File: config.mk
export PLATFORM = sky130hd
export DESIGN_NAME = bp_be_fe_queue_buffer
export DESIGN_NICKNAME = d
export VERILOG_FILES = /design/src/rtl/bp_be_fe_queue_buffer.sv
export SDC_FILE = /design/constraint.sdc
export NUM_CORES = 1
export LEC_CHECK = 0
export CORE_MARGIN = 3
export CORE_UTILIZATION = 30
export DETAILED_ROUTE_END_ITERATION = 8
export GPL_TIMING_DRIVEN = 1
export PLACE_DENSITY = 0.44
export SETUP_SLACK_MARGIN = 0.02
export SLEW_MARGIN = 0
export SYNTH_ARGS = -nofsm -noshare
export SYNTH_HDL_FRONTEND = slang
export SYNTH_SLANG_ARGS = --single-unit
File: constraint.sdc
create_clock -name clk_i -period 16.2 [get_ports clk_i]
set_clock_uncertainty 0.1 [all_clocks]
set_input_delay 3.24 -clock clk_i [delete_from_list [all_inputs] [get_ports clk_i]]
set_output_delay 3.24 -clock clk_i [all_outputs]
set_load 0.05 [all_outputs]
File: src/rtl/bp_be_fe_queue_buffer.sv
`default_nettype none
// ============================================================================
// Module   : bp_be_fe_queue_buffer
// Brief    : Backend-side fe_queue buffer with speculative dequeue, commit,
//            rollback replay and redirect flush.
// Revision : 1.0 - initial release
// ============================================================================
module bp_be_fe_queue_buffer #(
   parameter int els_p   = 8,
   parameter int width_p = 128
) (
   input  logic                       clk_i,
   input  logic                       reset_i,
   input  logic [width_p-1:0]         fe_queue_i,
   input  logic                       fe_queue_v_i,
   output logic                       fe_queue_ready_and_o,
   output logic [width_p-1:0]         fe_queue_o,
   output logic                       fe_queue_v_o,
   input  logic                       fe_queue_yumi_i,
   input  logic                       commit_i,
   input  logic                       rollback_i,
   input  logic                       clr_i,
   output logic [$clog2(els_p):0]     count_o
);

   // Pointers carry one extra wrap bit so that full and empty are distinct.
   localparam int PTR_W = $clog2(els_p) + 1;
   localparam int IDX_W = PTR_W - 1;

   logic [width_p-1:0] mem [els_p];

   logic [PTR_W-1:0] wptr;
   logic [PTR_W-1:0] rptr;
   logic [PTR_W-1:0] cptr;

   logic [PTR_W-1:0] cptr_next;
   logic [PTR_W-1:0] rptr_next;
   logic [PTR_W-1:0] count;
   logic [PTR_W-1:0] rd_dist;
   logic             full;
   logic             enq;
   logic             deq;
   logic             commit_ok;

   // Occupancy and handshake qualifiers; ready depends on state only.
   always_comb begin
      count     = wptr - cptr;
      rd_dist   = rptr - cptr;
      full      = (count == PTR_W'(els_p));
      enq       = fe_queue_v_i & ~full;
      deq       = fe_queue_yumi_i & (rptr != wptr);
      commit_ok = commit_i & (cptr != rptr);
      cptr_next = cptr + PTR_W'(commit_ok);
      // Rollback rewinds to the oldest uncommitted entry, after this cycle's commit.
      if (rollback_i) begin
         rptr_next = cptr_next;
      end else if (deq) begin
         rptr_next = rptr + PTR_W'(1);
      end else begin
         rptr_next = rptr;
      end
   end

   assign fe_queue_ready_and_o = ~full;
   assign fe_queue_v_o         = (rptr != wptr);
   assign fe_queue_o           = mem[rptr[IDX_W-1:0]];
   assign count_o              = count;

   // Pointer state; clear overrides every other same-cycle action.
   always_ff @(posedge clk_i or posedge reset_i) begin
      if (reset_i) begin
         wptr <= '0;
         rptr <= '0;
         cptr <= '0;
      end else if (clr_i) begin
         wptr <= '0;
         rptr <= '0;
         cptr <= '0;
      end else begin
         wptr <= wptr + PTR_W'(enq);
         rptr <= rptr_next;
         cptr <= cptr_next;
      end
   end

   // Packet storage, intentionally not reset; a flushed write is unreachable.
   always_ff @(posedge clk_i) begin
      if (enq) begin
         mem[wptr[IDX_W-1:0]] <= fe_queue_i;
      end
   end

`ifndef SYNTHESIS
   // Commit must retire an entry that has already been dequeued.
   a_commit_legal : assert property (@(posedge clk_i) disable iff (reset_i)
      commit_i |-> (cptr != rptr));

   // Consumer may only take a packet that is actually presented.
   a_yumi_legal : assert property (@(posedge clk_i) disable iff (reset_i)
      fe_queue_yumi_i |-> fe_queue_v_o);

   // Pointer ordering cptr <= rptr <= wptr within one buffer depth.
   a_ptr_order : assert property (@(posedge clk_i) disable iff (reset_i)
      (rd_dist <= count) && (count <= PTR_W'(els_p)));
`endif

endmodule
`default_nettype wire

==> metrics.md <==
| Metric | Value |
|---|---|
| Status | completed |
| Synth cell types | 32 |
| Commonest cells after routing, fill and taps aside | edfxtp_1 (1024), clkdlybuf4s50_1 (268), mux4_2 (256) |
| Core area | 130000 sq um |
| Crit. End Element | primary output |
| Layout cell share with drive strength beyond 1 | 29.2% |
| Fmax | 0.118 GHz |
| H-tree levels | 3 |
| Initial core utilization | 30.3% |
| Number of synthesized register bits | 1036 |
| Final count of hold timing violations | 0 |
| Total grt overflow | 0 |
| Maximum vdd drop | 0.0963 mV |
| Syn_area_per_cell | 24.9 sq um |
| Reg2reg setup slack | 11.52 ns |
| Drt pass-1 iters | 5 |
| Mapped Area | 39300 sq um |
| Sinks on Clock Net | 1036 |
| DIE AREA | 135000 sq um |
| Via/cell ratio | 4.61 |
| Vias | 17.3k |
| Slew margin rel. | 29.9% |
| Die height | 368 microns |
| Longest Clk Path Bufs | 3 |
| All-Layer GR Usage | 13.6% |
| Pin count of the biggest net entering global routing | 112 |
| Overall die width | 368 microns |
| Final core utilization | 36.8% |
| Syn_nets | 1724 |
| Nets | 2064 |
| Antenna violations before repair | 12 |
| Setup bufs post-CTS | 0 |
| Fin crit share | 52.1% |
| Drt wl/cell | 24.2 microns |
| Final WL | 91.1 mm |
| Vias in the first global route | 19.1k |
| Final setup vio count | 0 |
| Most common cell after layout, fill and taps aside | edfxtp_1 |
| Placer Congestion | 0.695 |
| Post-DP HPWL | 47.3 mm |
| Critical path arrival | 5.11 ns |
| Post-cts sizing count | 0 |
| DRT iter0 DRCs | 1107 |
| Max-cap violations | 0 |
| Final setup TNS | 0 ns |
| Fillcell total | 11.9k |
| Area Overhead vs Synth | 21.6% |
| Slew Limit Fails | 0 |
| Number of buffers created by CTS | 114 |
| Post-CTS Hold Fix Bufs | 0 |
| Clock root buffer | clkbuf_16 |
| First-pass GRT wire length | 134 mm |
| Worst Path Class, Setup | reg2out |
| Leakage | 0.0147 uW |
| Sequential fraction of the synthesis area | 79.0% |
| Post-synthesis cell count | 1580 |
| Post-DRT Antenna Nets | 0 |
| Drc violations | 0 |
| PortBufs | 268 |
| Startpoint Class | register |
| CTS tree | done |
| Top Ports | 269 |
| Worst Hold Class | reg2reg |
| RSZ-0062 raised after global routing | false |
| YS warnings | 0 |
| PD cells | 163 nW/um^2 |
| Cell Area, Placed | 44100 sq um |
| Post-route cell area | 47800 sq um |
| Required @ worst endpoint | 12.86 ns |
| Rows | 132 |
| Final min period | 8.45 ns |
| Worst slew pin tran | 1.05 ns |
| Clock transition at path regs | 0.06 ns |
| Clock latency on the worst-skew pair | 0.71 ns |
| Crit Path Max Fanout | 47 |
[synthesized netlist by cell type]
| cell type | instances | area (sq um) |
|---|---|---|
| xor2_1 | 9 | 78.8 |
| nand2_1 | 5 | 18.8 |
| a211oi_1 | 1 | 7.51 |
| a221oi_1 | 1 | 8.76 |
| mux4_2 | 256 | 5770 |
| and3b_1 | 1 | 8.76 |
| nand4_1 | 1 | 6.26 |
| inv_1 | 11 | 41.3 |
| dfrtp_1 | 12 | 300 |
| a41o_1 | 1 | 10.0 |
| o21a_1 | 1 | 7.51 |
| fa_1 | 1 | 20.0 |
| buf_6 | 24 | 270 |
| edfxtp_1 | 1024 | 30700 |
| buf_1 | 14 | 52.6 |
| ha_1 | 8 | 100 |
| xnor2_1 | 8 | 70.1 |
| a31oi_1 | 1 | 6.26 |
| nand2b_1 | 2 | 12.5 |
| a21oi_1 | 2 | 10.0 |
| nor2_1 | 8 | 30.0 |
| nor2b_1 | 5 | 31.3 |
| o31ai_1 | 1 | 7.51 |
| o41a_1 | 1 | 11.3 |
| nor4_1 | 2 | 12.5 |
| nor3_1 | 7 | 35.0 |
| buf_2 | 13 | 65.1 |
| o21ai_0 | 1 | 5.00 |
| and3_1 | 1 | 6.26 |
| nand3_1 | 4 | 20.0 |
| mux2_2 | 128 | 1440 |
| clkbuf_1 | 26 | 97.6 |
[registers in the layout, summed over array words and instances (netlist names)]
signal / flops
mem: 1024
wptr: 4
cptr: 4
rptr: 4
[layer usage]
metal,vias to the layer above,global-route usage (%),part of all wire (%)
li1,7480,-,-
met1,9381,18.2,44
met2,354,22.1,49
met3,117,3.33,5.2
met4,6,3.69,1.8
met5,-,0,0.043
[power breakdown]
part           internal, uW  switching [uW]  total, uW  leakage, uW
registers              3220            75.5       3300      0.00945
clock network          1530            1040       2570      0.00183
logic                   766            1190       1950      0.00338
total                  5520            2300       7820       0.0147
[through the flow]
stage | total power [uW] | std cells | setup slack, ns | hold WS (ns)
6_report | 7820 | 3765 | 7.75 | 0.513
5_1_grt | 8170 | 3759 | 7.26 | 0.561
4_1_cts | 7980 | 3759 | 7.45 | 0.520
3_5_place_dp | 5360 | 3546 | 8.28 | 0.502
3_3_place_gp | 5350 | 3546 | 8.26 | 0.497
2_1_floorplan | 4750 | 1580 | 3.27 | 0.461
[worst max-delay path, stage by stage (launching register included)]
cell,delay [ns]
dfrtp_4,1.06
buf_4,0.82
buf_4,0.71
mux4_2,0.59
mux2_2,0.28
clkdlybuf4s50_1,0.78
[logic make-up (layout without fill, tap and decap cells)]
kind of cell / after synthesis / in the layout / synth area share (%)
flops: 1036 / 1036 / 79.0
other cells: 0 / 6 / 0
simple gates: 36 / 36 / 0.462
buf+inv: 88 / 525 / 1.34
fa+ha+maj: 9 / 9 / 0.306
xor+xnor: 17 / 17 / 0.379
mux: 384 / 384 / 18.3
compound gates: 10 / 10 / 0.188
[final cells by class]
class	instances	area (sq um)	share of cell area (%)
flip-flops and latches	1036	31100	65.0
multi-input cells	456	7790	16.3
clock buffers	141	3000	6.27
repair buffers	301	2990	6.26
well taps	1742	2180	4.56
clock inverters	72	738	1.54
inverters	11	41.3	0.0864
diodes	6	15.0	0.0314
[path summary, 6_finish.rpt]
check	from	endpoint	cells after the start
max in group asynchronous	reset_i	rptr[2]	2
min in group asynchronous	reset_i	wptr[0]	2
max	rptr[0]	fe_queue_o[17]	5
min reg2reg	wptr[3]	wptr[3]	2
max reg2reg	wptr[1]	mem[7][78]	8
min	wptr[3]	wptr[3]	2
No activity file was read; power rests on OpenSTA's default activity.
==> variant: new RTL, same settings <==
`width_p`: 128 -> 256.
--- a/src/rtl/bp_be_fe_queue_buffer.sv
+++ b/src/rtl/bp_be_fe_queue_buffer.sv
@@ -7,7 +7,7 @@
 // ============================================================================
 module bp_be_fe_queue_buffer #(
    parameter int els_p   = 8,
-   parameter int width_p = 128
+   parameter int width_p = 256
 ) (
    input  logic                       clk_i,
    input  logic                       reset_i,
Interface: changed (resized fe_queue_i and fe_queue_o); port bits go from 269 to 525. The function was not compared with the original's and may differ.
==> variant against the unedited design <==
Worst setup slack lost 0.19 ns. Clock power grew 88%. Final area grew 97%. Combinational power grew 100%. Area after synthesis grew 97%. Non-clock buffer count grew 281. Power grew 95%. Sequential cell count grew 1024. Routed wire length grew 110%. Critical path type unchanged. Largest power group unchanged.
==> variant: results (changes against the unedited design) <==
| Metric | Value |
|---|---|
| Initial antenna violation count | 56 (+44) |
| Hold Path Cell Cnt | 2 (unchanged) |
| R2R cell count | 12 (+4) |
| Layout cell share with drive strength beyond 1 | 28.97% (-0.23 points) |
| CP startpoint | rptr[0]$_DFFE_PP0P_ |
| Seq/Total Area, Yosys | 79.62% (+0.63 points) |
| Net Count, Synth | 3,331 (+93%) |
| Cts bufs inserted | 222 (+95%) |
| R2R Path End | mem[0][201]$_DFFE_PP_ |
| Root Buffer | clkbuf_16 |
| Flops & latches, synth | 2,060 (+99%) |
| Netlist cell types | 32 (unchanged) |
| Vias in the first global route | 36,385 (+90%) |
| Nets | 3,989 (+93%) |
| Skew-Pair Late Insertion Delay | 0.83 ns (+0.12 ns) |
| Hpwl dp | 101.1 mm (+110%) |
| DRT iter0 DRCs | 2,192 (+98%) |
| EDFF count, synth | 2,048 (+100%) |
| H-tree depth | 4 (+1) |
| Final Wtd Congestion | 0.6952 (about the same) |
| Clock Tree Buf Depth | 3 (unchanged) |
| Via density | 4.684 (+1.7%) |
| Worst min path class | flop to flop |
| Hold Path Origin | wptr[3]$_DFF_PP0_ |
| Max reg flops | 2,048 (+100%) |
| Worst-margin pin slew | 1.111 ns (+0.05964 ns) |
| Worst vdd ir | 0.1599 mV (+66%) |
| Min-Delay Endpoint | wptr[3]$_DFF_PP0_ |
| Synth area leaders | edfxtp_1 (79%), mux4_2 (15%), mux2_2 (3.7%) |
| First-pass GRT wire length | 270.6 mm (+100%) |
| Pin count of the biggest net entering global routing | 123 (+9.8%) |
| Post-CTS Resized | 0 (unchanged) |
| Clock transition at path regs | 0.06 ns (about the same) |
| Ys async rst share | 0.5825% (-0.58 points) |
| Crit path max fanout | 91 (+94%) |
| 1st-pass router iterations | 4 (-1) |
| Routed wire length | 187.6 mm (+110%) |
| Post-CTS setup buffer count | 0 (unchanged) |
| IO Port Bufs | 524 (+96%) |
| Yosys Warn Count | 0 (unchanged) |
| Status | completed |
| P_leak | 28.56 nW (+95%) |
| Reg2reg start | wptr[0]$_DFF_PP0_ |
| Reg2Reg Setup Slack | 10.46 ns (-1.06 ns) |
| Synth top cells by count | edfxtp_1 (2,048), mux4_2 (512), mux2_2 (256) |
| Critical Path AT | 5.30 ns (+0.19 ns) |
| All-Layer GR Usage | 13.98% (+0.43 points) |
-- variant: how the worst max path moves through the flow --
stage	slack (ns)	cells after the start	end
floorplan	-5.77	2	mem[5][0]$_DFFE_PP_
global placement	8.20	5	fe_queue_o[163]
detailed placement	8.19	5	fe_queue_o[163]
CTS	7.23	5	fe_queue_o[163]
global route	7.04	5	fe_queue_o[145]
finish	7.56	5	fe_queue_o[163]
-- variant: critical path, stage by stage (launching register included) --
cell	delay, ns
dfrtp_4	0.98
buf_12	0.58
buf_4	0.91
mux4_2	0.60
mux2_2	0.30
clkdlybuf4s50_1	0.78
-- variant: cells by family (layout without fill, tap and decap cells) --
logic type | after synthesis | in the layout | synth area share [%]
flops | 2060 | 2060 | 79.62
mux | 768 | 768 | 18.57
buf+inv | 159 | 1000 | 1.138
simple gates | 36 | 36 | 0.2337
xor+xnor | 17 | 17 | 0.1918
compound gates | 10 | 10 | 0.09512
fa+ha+maj | 9 | 9 | 0.1548
other cells | 0 | 14 | 0
-- variant: routing by layer --
layer,share of wire [%],vias up,track usage (%)
met5,0.12,-,0
met4,2.7,34,4.069
met3,5.6,355,3.717
met2,47,715,21.85
met1,45,18534,19.18
li1,-,14547,-
-- variant: layout make-up --
cell class / instances / area [um^2]
Antenna cell: 14 / 35.03
Clock buffer: 283 / 5827
Clock inverter: 124 / 1160
Fill cell: 23326 / 163200
Inverter: 11 / 41.29
Multi-Input combinational cell: 840 / 15000
Sequential cell: 2060 / 61810
Tap cell: 3384 / 4234
Timing Repair Buffer: 582 / 5856
-- variant: power by group --
part	internal [mW]	switching [mW]	total, mW
logic	1.49	2.42	3.91
registers	6.41	0.118	6.52
clock network	2.79	2.05	4.84
total	10.7	4.59	15.3
-- variant: metrics by stage --
stage | cell area (um^2) | util (%) | hold slack, ns | cells | setup slack (ns)
after floorplan | 77630 | - | 0.4611 | 3059 | -5.767
after global placement | 86940 | 33.81 | 0.5045 | 6877 | 8.202
after detailed placement | 86940 | 33.81 | 0.5088 | 6877 | 8.187
after CTS | 93930 | 36.52 | 0.5218 | 7284 | 7.228
after global routing | 93940 | 36.53 | 0.5599 | 7289 | 7.044
final | 93960 | 36.54 | 0.5198 | 7298 | 7.559
